File: config.mk
export PLATFORM = sky130hd
export DESIGN_NAME = ysyx_25040101_lsu_flat
export DESIGN_NICKNAME = d
export VERILOG_FILES = /design/src/rtl/ysyx_25040101_lsu_pkg.sv /design/src/rtl/ysyx_25040101_lsu_if.sv /design/src/rtl/ysyx_25040101_lsu_align.sv /design/src/rtl/ysyx_25040101_lsu.sv /design/src/flat_wrapper.sv
export SDC_FILE = /design/constraint.sdc
export NUM_CORES = 1
export LEC_CHECK = 0
export BUFFER_PORTS_ARGS = -buffer_cell sky130_fd_sc_hd__buf_2
export CAP_MARGIN = 0
export CORE_AREA = 2 2 90 136
export DETAILED_ROUTE_END_ITERATION = 8
export DIE_AREA = 0 0 92 138
export PLACE_DENSITY = 0.79
export SYNTH_ARGS = -nofsm -noshare
export SYNTH_HDL_FRONTEND = slang
export SYNTH_SLANG_ARGS = --single-unit
File: constraint.sdc
create_clock -name clk_i -period 3.46 [get_ports clk_i]
set_input_delay 0.173 -clock clk_i [delete_from_list [all_inputs] [get_ports clk_i]]
set_output_delay 0.173 -clock clk_i [all_outputs]
set_load 0.005 [all_outputs]
File: src/rtl/ysyx_25040101_lsu_pkg.sv
// ---------------------------------------------------------------------------
// ysyx_25040101_lsu_pkg
// Shared definitions for the load/store unit:
//   - FSM state encoding (IDLE/REQ/WAIT/DONE) as plain 2-bit constants
//   - op_e: internal memory-operation code produced from the decoder enables
//   - LANES: number of byte lanes on the data bus
//   - helpers: is_store(), is_misaligned()
// ---------------------------------------------------------------------------
package ysyx_25040101_lsu_pkg;

   localparam int LANES = 4;

   localparam logic [1:0] S_IDLE = 2'd0;
   localparam logic [1:0] S_REQ  = 2'd1;
   localparam logic [1:0] S_WAIT = 2'd2;
   localparam logic [1:0] S_DONE = 2'd3;

   typedef enum logic [2:0] {
      OP_LB_U = 3'd0,
      OP_LH_U = 3'd1,
      OP_LH_S = 3'd2,
      OP_LW   = 3'd3,
      OP_SB   = 3'd4,
      OP_SH   = 3'd5,
      OP_SW   = 3'd6
   } op_e;

   function automatic logic is_store(op_e op);
      return (op == OP_SB) || (op == OP_SH) || (op == OP_SW);
   endfunction

   // Half accesses must sit on an even byte, word accesses on a 4-byte boundary.
   function automatic logic is_misaligned(op_e op, logic [1:0] lo);
      case (op)
         OP_LH_U, OP_LH_S, OP_SH: return lo[0];
         OP_LW, OP_SW:            return lo != 2'b00;
         default:                 return 1'b0;
      endcase
   endfunction

endpackage

File: src/rtl/ysyx_25040101_lsu_if.sv
// ---------------------------------------------------------------------------
// ysyx_25040101_lsu_if
// Data-memory bus between the LSU (master) and memory (slave).
// Handshake: a request transfers on the cycle where req_valid_o && req_ready_i
// are both high at the rising clock edge; the master holds every req_* field
// stable while req_valid_o is high and ready is low. A response transfers on
// resp_valid_i && resp_ready_o at the rising edge; resp_rdata_i is only
// meaningful for reads (for writes the response is just an acknowledge).
//   req_valid_o  master->slave  request valid
//   req_ready_i  slave->master  request accepted
//   req_addr_o   master->slave  word-aligned byte address
//   req_wen_o    master->slave  1 = write
//   req_wdata_o  master->slave  lane-replicated store data
//   req_wstrb_o  master->slave  byte strobes (0 for reads)
//   resp_valid_i slave->master  response valid
//   resp_rdata_i slave->master  raw read word
//   resp_ready_o master->slave  master accepting response
// ---------------------------------------------------------------------------
interface ysyx_25040101_lsu_if #(
   parameter int ADDR_W = 32,
   parameter int DATA_W = 32
);
   logic              req_valid_o;
   logic              req_ready_i;
   logic [ADDR_W-1:0] req_addr_o;
   logic              req_wen_o;
   logic [DATA_W-1:0] req_wdata_o;
   logic [3:0]        req_wstrb_o;
   logic              resp_valid_i;
   logic [DATA_W-1:0] resp_rdata_i;
   logic              resp_ready_o;

   modport master (
      output req_valid_o, req_addr_o, req_wen_o, req_wdata_o, req_wstrb_o, resp_ready_o,
      input  req_ready_i, resp_valid_i, resp_rdata_i
   );

   modport slave (
      input  req_valid_o, req_addr_o, req_wen_o, req_wdata_o, req_wstrb_o, resp_ready_o,
      output req_ready_i, resp_valid_i, resp_rdata_i
   );
endinterface

File: src/rtl/ysyx_25040101_lsu_align.sv
// ---------------------------------------------------------------------------
// ysyx_25040101_lsu_align
// Purely combinational byte-lane logic shared by the store and load paths.
//   op_i        operation code
//   offset_i    low two address bits (byte offset inside the word)
//   wdata_i     rs2 store data
//   rdata_raw_i raw word returned by memory
//   wstrb_o     byte strobes for stores (0 for loads)
//   wdata_o     store data replicated onto every lane the access may hit
//   rdata_o     selected and zero/sign-extended load result (0 for stores)
// ---------------------------------------------------------------------------
module ysyx_25040101_lsu_align
   import ysyx_25040101_lsu_pkg::*;
(
   input  op_e               op_i,
   input  logic [1:0]        offset_i,
   input  logic [LANES*8-1:0] wdata_i,
   input  logic [LANES*8-1:0] rdata_raw_i,
   output logic [LANES-1:0]  wstrb_o,
   output logic [LANES*8-1:0] wdata_o,
   output logic [LANES*8-1:0] rdata_o
);

   logic [7:0]  byte_sel;
   logic [15:0] half_sel;

   assign byte_sel = rdata_raw_i[{offset_i, 3'b000} +: 8];
   // Half selection uses only offset[1]; offset[0] is ignored so an odd half
   // address reads the half that contains it.
   assign half_sel = offset_i[1] ? rdata_raw_i[31:16] : rdata_raw_i[15:0];

   always_comb begin
      wstrb_o = '0;
      wdata_o = '0;
      rdata_o = '0;
      case (op_i)
         OP_LB_U: rdata_o = {24'h0, byte_sel};
         OP_LH_U: rdata_o = {16'h0, half_sel};
         OP_LH_S: rdata_o = {{16{half_sel[15]}}, half_sel};
         OP_LW:   rdata_o = rdata_raw_i;
         OP_SB: begin
            wstrb_o = 4'b0001 << offset_i;
            wdata_o = {4{wdata_i[7:0]}};
         end
         OP_SH: begin
            wstrb_o = 4'b0011 << {offset_i[1], 1'b0};
            wdata_o = {2{wdata_i[15:0]}};
         end
         OP_SW: begin
            wstrb_o = 4'hF;
            wdata_o = wdata_i;
         end
         default: ;
      endcase
   end

endmodule

File: src/rtl/ysyx_25040101_lsu.sv
// ---------------------------------------------------------------------------
// ysyx_25040101_lsu
// Load/store unit: turns the decoder's one-hot memory enables plus the ALU
// address and rs2 data into one request/response transaction on the data bus,
// then returns the aligned, extended load result with a one-cycle done pulse.
//   clk_i, rst_n_i      clock, asynchronous active-low reset
//   start_i             execute-stage request, sampled only in IDLE
//   read_*/write_*_en_i lbu/lhu/lh/lw and sb/sh/sw enables
//   addr_i, wdata_i     effective address and rs2 data
//   bus                 data-memory bus (master side of ysyx_25040101_lsu_if)
//   busy_o              transaction in flight (REQ or WAIT)
//   done_o              one-cycle completion pulse
//   rdata_o             load result, held until the next done (0 after stores)
//   err_o               misaligned-access flag, pulses with done_o
//   dbg_state_o         current FSM state
// Build option: YSYX_25040101_LSU_MISALIGN_CHECK_EN enables the misaligned
// access trap; without it err_o is tied low and every access goes to the bus.
// ---------------------------------------------------------------------------
module ysyx_25040101_lsu
   import ysyx_25040101_lsu_pkg::*;
#(
   parameter int ADDR_W = 32,
   parameter int DATA_W = 32
) (
   input  logic              clk_i,
   input  logic              rst_n_i,
   input  logic              start_i,
   input  logic              read_1B_mem_en_i,
   input  logic              read_2B_mem_en_i,
   input  logic              read_2B_sext_mem_en_i,
   input  logic              read_4B_mem_en_i,
   input  logic              write_1B_mem_en_i,
   input  logic              write_2B_mem_en_i,
   input  logic              write_4B_mem_en_i,
   input  logic [ADDR_W-1:0] addr_i,
   input  logic [DATA_W-1:0] wdata_i,
   ysyx_25040101_lsu_if.master bus,
   output logic              busy_o,
   output logic              done_o,
   output logic [DATA_W-1:0] rdata_o,
   output logic              err_o,
   output logic [1:0]        dbg_state_o
);

   logic [1:0]        state_q;
   op_e               op_q;
   logic [1:0]        offset_q;
   logic [ADDR_W-1:0] req_addr_q;
   logic              req_wen_q;
   logic [DATA_W-1:0] req_wdata_q;
   logic [3:0]        req_wstrb_q;
   logic [DATA_W-1:0] rdata_q;

   op_e               op_dec;
   op_e               op_sel;
   logic [1:0]        offset_sel;
   logic              any_en;
   logic [3:0]        al_wstrb;
   logic [DATA_W-1:0] al_wdata;
   logic [DATA_W-1:0] al_rdata;

   // Several enables at once is illegal, but resolve it deterministically:
   // reads win over writes, wider wins over narrower.
   always_comb begin
      op_dec = OP_LW;
      if (read_4B_mem_en_i)           op_dec = OP_LW;
      else if (read_2B_sext_mem_en_i) op_dec = OP_LH_S;
      else if (read_2B_mem_en_i)      op_dec = OP_LH_U;
      else if (read_1B_mem_en_i)      op_dec = OP_LB_U;
      else if (write_4B_mem_en_i)     op_dec = OP_SW;
      else if (write_2B_mem_en_i)     op_dec = OP_SH;
      else if (write_1B_mem_en_i)     op_dec = OP_SB;
   end

   assign any_en = read_1B_mem_en_i | read_2B_mem_en_i | read_2B_sext_mem_en_i |
                   read_4B_mem_en_i | write_1B_mem_en_i | write_2B_mem_en_i |
                   write_4B_mem_en_i;

   // One align instance serves both paths: in IDLE it builds the store lanes
   // from the incoming request, afterwards it extracts the load from the
   // response using the latched op/offset.
   assign op_sel     = (state_q == S_IDLE) ? op_dec : op_q;
   assign offset_sel = (state_q == S_IDLE) ? addr_i[1:0] : offset_q;

   ysyx_25040101_lsu_align u_align (
      .op_i        (op_sel),
      .offset_i    (offset_sel),
      .wdata_i     (wdata_i),
      .rdata_raw_i (bus.resp_rdata_i),
      .wstrb_o     (al_wstrb),
      .wdata_o     (al_wdata),
      .rdata_o     (al_rdata)
   );

`ifdef YSYX_25040101_LSU_MISALIGN_CHECK_EN
   logic err_q;
`endif

   always_ff @(posedge clk_i or negedge rst_n_i) begin
      if (!rst_n_i) begin
         state_q     <= S_IDLE;
         op_q        <= OP_LB_U;
         offset_q    <= 2'b00;
         req_addr_q  <= '0;
         req_wen_q   <= 1'b0;
         req_wdata_q <= '0;
         req_wstrb_q <= 4'h0;
         rdata_q     <= '0;
`ifdef YSYX_25040101_LSU_MISALIGN_CHECK_EN
         err_q       <= 1'b0;
`endif
      end else begin
         case (state_q)
            S_IDLE: begin
               if (start_i && any_en) begin
                  op_q        <= op_dec;
                  offset_q    <= addr_i[1:0];
                  req_addr_q  <= {addr_i[ADDR_W-1:2], 2'b00};
                  req_wen_q   <= is_store(op_dec);
                  req_wdata_q <= al_wdata;
                  req_wstrb_q <= al_wstrb;
`ifdef YSYX_25040101_LSU_MISALIGN_CHECK_EN
                  // Misaligned accesses never reach the bus.
                  if (is_misaligned(op_dec, addr_i[1:0])) begin
                     state_q <= S_DONE;
                     err_q   <= 1'b1;
                     rdata_q <= '0;
                  end else begin
                     state_q <= S_REQ;
                  end
`else
                  state_q     <= S_REQ;
`endif
               end
            end
            S_REQ: begin
               if (bus.req_ready_i) state_q <= S_WAIT;
            end
            S_WAIT: begin
               if (bus.resp_valid_i) begin
                  rdata_q <= req_wen_q ? '0 : al_rdata;
                  state_q <= S_DONE;
               end
            end
            S_DONE: begin
               state_q <= S_IDLE;
`ifdef YSYX_25040101_LSU_MISALIGN_CHECK_EN
               err_q   <= 1'b0;
`endif
            end
            default: state_q <= S_IDLE;
         endcase
      end
   end

   // Outputs decode straight from registers; request fields are zero outside
   // REQ so the bus is quiet between transactions.
   assign bus.req_valid_o  = (state_q == S_REQ);
   assign bus.req_addr_o   = bus.req_valid_o ? req_addr_q  : '0;
   assign bus.req_wen_o    = bus.req_valid_o & req_wen_q;
   assign bus.req_wdata_o  = bus.req_valid_o ? req_wdata_q : '0;
   assign bus.req_wstrb_o  = bus.req_valid_o ? req_wstrb_q : 4'h0;
   assign bus.resp_ready_o = (state_q == S_WAIT);

   assign busy_o      = (state_q == S_REQ) || (state_q == S_WAIT);
   assign done_o      = (state_q == S_DONE);
   assign rdata_o     = rdata_q;
   assign dbg_state_o = state_q;

`ifdef YSYX_25040101_LSU_MISALIGN_CHECK_EN
   assign err_o = err_q;
`else
   assign err_o = 1'b0;
`endif

endmodule

File: src/flat_wrapper.sv
// flat-port wrapper written by rule: the top's interface ports become plain ports
module ysyx_25040101_lsu_flat import ysyx_25040101_lsu_pkg::*;
#(
   parameter int ADDR_W = 32,
   parameter int DATA_W = 32
)
  (clk_i, rst_n_i, start_i, read_1B_mem_en_i, read_2B_mem_en_i, read_2B_sext_mem_en_i, read_4B_mem_en_i, write_1B_mem_en_i, write_2B_mem_en_i, write_4B_mem_en_i, addr_i, wdata_i, busy_o, done_o, rdata_o, err_o, dbg_state_o, bus_req_valid_o, bus_req_addr_o, bus_req_wen_o, bus_req_wdata_o, bus_req_wstrb_o, bus_resp_ready_o, bus_req_ready_i, bus_resp_valid_i, bus_resp_rdata_i);
  ysyx_25040101_lsu_if #(.ADDR_W(ADDR_W), .DATA_W(DATA_W)) bus_i ();
  input  logic clk_i;
  input  logic rst_n_i;
  input  logic start_i;
  input  logic read_1B_mem_en_i;
  input  logic read_2B_mem_en_i;
  input  logic read_2B_sext_mem_en_i;
  input  logic read_4B_mem_en_i;
  input  logic write_1B_mem_en_i;
  input  logic write_2B_mem_en_i;
  input  logic write_4B_mem_en_i;
  input  logic [ADDR_W-1:0] addr_i;
  input  logic [DATA_W-1:0] wdata_i;
  output logic busy_o;
  output logic done_o;
  output logic [DATA_W-1:0] rdata_o;
  output logic err_o;
  output logic [1:0] dbg_state_o;
  output wire logic [$bits(bus_i.req_valid_o)-1:0] bus_req_valid_o;
  output wire logic [$bits(bus_i.req_addr_o)-1:0] bus_req_addr_o;
  output wire logic [$bits(bus_i.req_wen_o)-1:0] bus_req_wen_o;
  output wire logic [$bits(bus_i.req_wdata_o)-1:0] bus_req_wdata_o;
  output wire logic [$bits(bus_i.req_wstrb_o)-1:0] bus_req_wstrb_o;
  output wire logic [$bits(bus_i.resp_ready_o)-1:0] bus_resp_ready_o;
  input wire logic [$bits(bus_i.req_ready_i)-1:0] bus_req_ready_i;
  input wire logic [$bits(bus_i.resp_valid_i)-1:0] bus_resp_valid_i;
  input wire logic [$bits(bus_i.resp_rdata_i)-1:0] bus_resp_rdata_i;
  assign bus_req_valid_o = bus_i.req_valid_o;
  assign bus_req_addr_o = bus_i.req_addr_o;
  assign bus_req_wen_o = bus_i.req_wen_o;
  assign bus_req_wdata_o = bus_i.req_wdata_o;
  assign bus_req_wstrb_o = bus_i.req_wstrb_o;
  assign bus_resp_ready_o = bus_i.resp_ready_o;
  assign bus_i.req_ready_i = bus_req_ready_i;
  assign bus_i.resp_valid_i = bus_resp_valid_i;
  assign bus_i.resp_rdata_i = bus_resp_rdata_i;
  ysyx_25040101_lsu #(.ADDR_W(ADDR_W), .DATA_W(DATA_W)) u_core (.clk_i(clk_i), .rst_n_i(rst_n_i), .start_i(start_i), .read_1B_mem_en_i(read_1B_mem_en_i), .read_2B_mem_en_i(read_2B_mem_en_i), .read_2B_sext_mem_en_i(read_2B_sext_mem_en_i), .read_4B_mem_en_i(read_4B_mem_en_i), .write_1B_mem_en_i(write_1B_mem_en_i), .write_2B_mem_en_i(write_2B_mem_en_i), .write_4B_mem_en_i(write_4B_mem_en_i), .addr_i(addr_i), .wdata_i(wdata_i), .bus(bus_i), .busy_o(busy_o), .done_o(done_o), .rdata_o(rdata_o), .err_o(err_o), .dbg_state_o(dbg_state_o));
endmodule
# Yosys cells after proc, flatten, opt, wreduce, memory -nomap -nowiden
# Index checks and enable logic that the tools add are counted.
[word_totals] register_bits=106 in_bits=108 out_inout_bits=108
[op_classes] eq_ne=15 n_shift=3 n_mux=21 n_bitwise=7 reduce_logical=9
[ops] op="$pmux W32 S4" n=1
[ops] op="$mux W32" n=3
[ops] op="$pmux W32 S3" n=1
[ops] op="$shiftx A32 B6 Y8" n=1
[ops] op="$mux W3" n=8
[ops] op="$eq A3 B3 Y1 const B" n=6
[ops] op="$mux W16" n=1
[ops] op="$pmux W4 S3" n=1
[ops] op="$mux W2" n=4
[ops] op="$pmux W2 S4" n=1
[ops] op="$eq A3 B2 Y1 const B" n=2
[ops] op="$or A1 B1 Y1" n=6
[ops] op="$eq A2 B2 Y1 const B" n=2
[ops] op="$mux W4" n=1
[ops] op="$ne A2 B2 Y1 const B" n=2
[ops] op="$reduce_and A2 Y1" n=2
[ops] op="$shl A1 B2 Y4 const A" n=1
[ops] op="$shl A2 B2 Y4 const A" n=1
[ops] op="$eq A3 B1 Y1 const B" n=1
[ops] op="$logic_not A3 Y1" n=1
[ops] op="$logic_or A1 B1 Y1" n=3
[ops] op="$reduce_and A3 Y1" n=1
[ops] op="$eq A2 B1 Y1 const B" n=1
[ops] op="$logic_not A2 Y1" n=1
[ops] op="other kinds (3)" n=3

# Depth between registers and ports, before layout
[logic_depth] word_depth=11 depth_mapped=10 depth_no_buf=7

# Modules after synthesis
# From an unflattened synthesis, not the netlist that was laid out.
[hier_totals] hier_cells=623 hier_area_um2=6575.1
[modules_own_cells] module="ysyx_25040101_lsu" instances=1 cells_each=410 area_per_inst_um2=5038.6 seq_area_each_um2=2652.5
[modules_own_cells] module="ysyx_25040101_lsu_align" instances=1 cells_each=213 area_per_inst_um2=1536.5 seq_area_each_um2=0.0

# Worst setup path before layout
# OpenSTA, ideal clock, no wires.
[synth_timing] path_type="register -> register" from="register u_core.state_q[0] (netlist: u_core.dbg_state_o[0])" to="register u_core.rdata_q[6] (netlist: u_core.rdata_o[6])" setup_ns=0.124 arrival_ns=2.383 t_required_ns=3.336 path_slack_ns=0.953 path_stages_with_launch=9 path_buffers=2 synth_period_minus_slack_ns=2.507 path_cell_list="dfrtp_1 > inv_1 > ha_1 > buf_2 > mux2i_2 > buf_2 > mux2i_1 > mux2i_1 > o31a_1"
[synth_via] elab_chain_cells=5
[synth_lines] item="start, declared" line_no="ysyx_25040101_lsu.sv:45" rtl="logic [1:0] state_q;"
[synth_lines] item="start signal, assigned" line_no="ysyx_25040101_lsu.sv:101" rtl="state_q <= S_IDLE;"
[synth_lines] item="start signal, assigned" line_no="ysyx_25040101_lsu.sv:132" rtl="state_q <= S_REQ;"
[synth_lines] item="start signal, assigned" line_no="ysyx_25040101_lsu.sv:137" rtl="if (bus.req_ready_i) state_q <= S_WAIT;"
[synth_lines] item="$logic_not A2 Y1" line_no="ysyx_25040101_lsu.sv:82, ysyx_25040101_lsu.sv:83"
[synth_lines] item="$mux W2 or $mux W3 (tied branches)" line_no="ysyx_25040101_lsu.sv:83, ysyx_25040101_lsu.sv:82"
[synth_lines] item="$shiftx A32 B6 Y8, or another cell as far along" line_no="ysyx_25040101_lsu_align.sv:27" rtl="assign byte_sel = rdata_raw_i[{offset_i, 3'b000} +: 8];"
[synth_lines] item="$pmux W32 S4" line_no="ysyx_25040101_lsu_align.sv:36" rtl="case (op_i)"
[synth_lines] item="$mux W32" line_no="ysyx_25040101_lsu.sv:141" rtl="rdata_q <= req_wen_q ? '0 : al_rdata;"
[synth_lines] item="end signal, assigned" line_no="ysyx_25040101_lsu.sv:141"
[synth_lines] item="end, declared" line_no="ysyx_25040101_lsu.sv:52" rtl="logic [DATA_W-1:0] rdata_q;"
# Several ways; a longest one is shown, not always the timed one.
# A chain may end at the register's enable or synchronous reset.

# Worst setup path in the final report
[layout_timing] from="register u_core.state_q[0] (netlist: u_core.dbg_state_o[0])" to="register u_core.rdata_q[2] (netlist: u_core.rdata_o[2])"
# The elaborated chain is that of the path after synthesis.

==> metrics.md <==
| Metric | Value |
|---|---|
| Data required time of the worst path | `3690 ps` |
| Buffers added on ports | `212` |
| PostCTS Resize Cnt | `0` |
| CTS tree | `done` |
| Setup Fix Bufs, Post-CTS | `0` |
| Post-CTS Hold Buffers | `1` |
| Post-DP HPWL | `11,300 um` |
| Crit path launch type | `register` |
| CTS buffer count | `9` |
| # clock sinks | `106` |
| WS Path Type | `register to register` |
| Final period util | `81.0%` |
| WHS | `35.8 ps` |
| Relative slew slack | `42.8%` |
| Crit path time final | `2800 ps` |
| Global-route wire length before repair | `24,500 um` |
| Initial antenna violation count | `0` |
| DIE AREA | `12,700 um^2` |
| Die width | `92 um` |
| Worst-Skew Late Latency | `340 ps` |
| P&R area growth vs syn | `27.1%` |
| Leak | `3.58 nW` |
| Arrival time worst endpoint | `3040 ps` |
| EDFF count, synth | `0` |
| RSZ-0062 raised after global routing | `false` |
| Layout Skew | `7.36 ps` |
| Final Max Tran Viols | `0` |
| Area leader, netlist | `dfrtp_1` |
| Detailed-route DRC error count | `0` |
| DR vias | `4,881` |
| Worst VDD drop | `0.317 mV` |
| Crit path max fanout | `8` |
| Ys Warns | `0` |
| Hold/Removal Path Class | `input pin to register` |
| Vias per cell | `5.62` |
| Reg area | `2650 um^2` |
| Global route total overflow | `0` |
| Endpoint class of the critical path | `register` |
| CTS clk-pin slew, worst paths | `70 ps` |
| Largest net degree at the start of global routing | `70` |
| Worst path cell trace | `inv_1, ha_1, or3b_2, and2_1, a311oi_4, mux2i_1, o31a_1` |
| CP max-delay cell | `a311oi_4` |
| Final TNS setup | `0 ps` |
| Register area share after synthesis | `48.0%` |
| Area taken by multi-input logic gates | `2650 um^2` |
| Core area | `11,600 um^2` |
| Synth Register Bits | `106` |
| Wire per inst | `17.7 um` |
| Final antenna diode count | `0` |
| Clock Path Buffers | `2` |
| PD cells | `763 nW/um^2` |
| Area contributors post-synth | `dfrtp_1, and2_1, mux2_2` |
| Final nets | `822` |
| Die H | `138 um` |
| I/O pin count | `216` |
| # setup viols final | `0` |
| GRT Total Usage | `23.7%` |
| Syn avg cell area | `10.8 um^2` |
| Post-synth ARST share | `100%` |
| Routability congestion estimate | `0.888` |
| Antenna viol nets, final | `0` |
| Initial core utilization | `47.4%` |
| Mapped cell area | `5530 um^2` |
| Max Cap Viol | `0` |
| Fmax achieved | `0.357 GHz` |
| Gate Count Post-Synth | `512` |
| Outcome | `finished, final reports clean` |
| Synth unique cells | `57` |
| Num rows | `49` |
| Worst Max-Slew Pin Slew | `853 ps` |
| Hold Fails Final Rpt | `0` |
| CTS root buffer | `clkbuf_16` |
| Initial DRC Count | `251` |
| Drt pass-1 iters | `5` |
| Layout cells sized above 1 | `40.1%` |
| Synth Flop Type | `dfrtp_1` |
| Post-Route WL | `15,300 um` |
| Fill count | `986` |
| Area share of the largest cell type after synthesis | `48.0%` |
| H-tree depth | `3` |
| Vias in the first global route | `5,000` |
| Crit-path max cell delay | `650 ps` |
flip-flops by register name (all words and copies together), names as in the netlist:
signal and flops:
u_core.rdata_o 32, u_core.dbg_state_o 2, u_core.offset_q 2, u_core.req_wen_q 1, u_core.req_wdata_q 32, u_core.req_addr_q 30, u_core.op_q 3, u_core.req_wstrb_q 4
placed cells by master, fill, tap and decap left out, types with 9 or more instances in the layout:
master / instances
and2_1: 78
dfrtp_1: 106
inv_1: 12
clkbuf_16: 9
mux2_2: 35
buf_4: 13
a22oi_1: 16
mux2i_1: 32
a221o_1: 16
nor2_1: 13
a31oi_1: 16
o21ai_0: 38
buf_2: 211
nand2_1: 25
synthesized netlist by cell type (2+ instances only):
library cell	instances
inv_1	12
dfrtp_1	106
a22oi_1	16
or2_2	2
buf_2	12
a221o_1	16
and2_1	78
o21ai_0	38
a222oi_1	8
a21oi_1	7
nand2b_1	3
mux2_2	35
a32oi_1	8
mux2i_1	32
nor3_1	3
o31ai_1	8
nor2_1	14
clkbuf_1	23
o31a_1	8
a31oi_1	16
buf_6	2
buf_4	3
nand2_1	25
ha_1	4
final cells by class:
type	count	share of cell area, %
multi-input combinational	354	37.8
tap	153	2.72
timing repair buffer	226	16.8
inverter	13	0.694
clock inverter	5	0.766
sequential	106	37.7
clock buffer	11	3.45
routing by layer:
metal | wire length, um | global-route usage (%)
met5 | 0 | 0
met4 | 453 | 10.4
met3 | 1050 | 5.34
met2 | 8010 | 41.6
met1 | 5810 | 27.5
final timing paths:
kind | start | end | slack (ps) | cells past startpoint
setup / recovery | u_core.dbg_state_o[0]$_DFFE_PN0P_ | u_core.rdata_o[2]$_DFFE_PN0P_ | 660 | 7
hold / removal | wdata_i[21] | u_core.req_wdata_q[21]$_DFFE_PN0P_ | 40 | 3
setup reg to reg | u_core.dbg_state_o[0]$_DFFE_PN0P_ | u_core.rdata_o[2]$_DFFE_PN0P_ | 660 | 7
min in group asynchronous | rst_n_i | u_core.req_addr_q[4]$_DFFE_PN0P_ | 360 | 2
max in group asynchronous | rst_n_i | u_core.req_wdata_q[22]$_DFFE_PN0P_ | 2140 | 3
hold reg to reg | u_core.req_wdata_q[1]$_DFFE_PN0P_ | u_core.req_wdata_q[1]$_DFFE_PN0P_ | 480 | 2
worst max-delay path: cells and delay by family (launching register included):
family | cells | cell delay, ps
AOI/OAI and AO/OA | 2 | 920
adders and majority gates | 1 | 290
buffers and inverters | 1 | 100
DFF | 1 | 430
muxes | 1 | 200
and+or+nand+nor | 2 | 760
power breakdown:
group / internal [mW] / switching [mW]
sequential: 1.67 / 0.224
clock: 0.579 / 0.446
combinational: 1.13 / 1.32
stage by stage:
| step | cell area, um^2 | util [%] | total power [mW] | setup WS (ps) | cells |
|---|---|---|---|---|---|
| 2_1_floorplan | 5530 | - | 3.49 | 953 | 514 |
| 3_3_place_gp | 6720 | 57.7 | 4.23 | 806 | 851 |
| 3_5_place_dp | 6720 | 57.7 | 4.35 | 712 | 851 |
| 4_1_cts | 7030 | 60.3 | 5.40 | 692 | 868 |
| 5_1_grt | 7030 | 60.3 | 5.71 | 519 | 868 |
| 6_report | 7030 | 60.3 | 5.36 | 657 | 868 |
logic make-up (layout without fill, tap and decap cells):
group,count (synthesis),count (layout),synth area share [%]
compound gates,144,144,19.7
fa+ha+maj,5,5,1.09
buf+inv,54,255,4.41
flops,106,106,48.0
mux,68,68,13.2
other cells,1,3,0.0679
simple gates,134,134,13.5
Note: power is estimated with default switching activity, not from simulation.
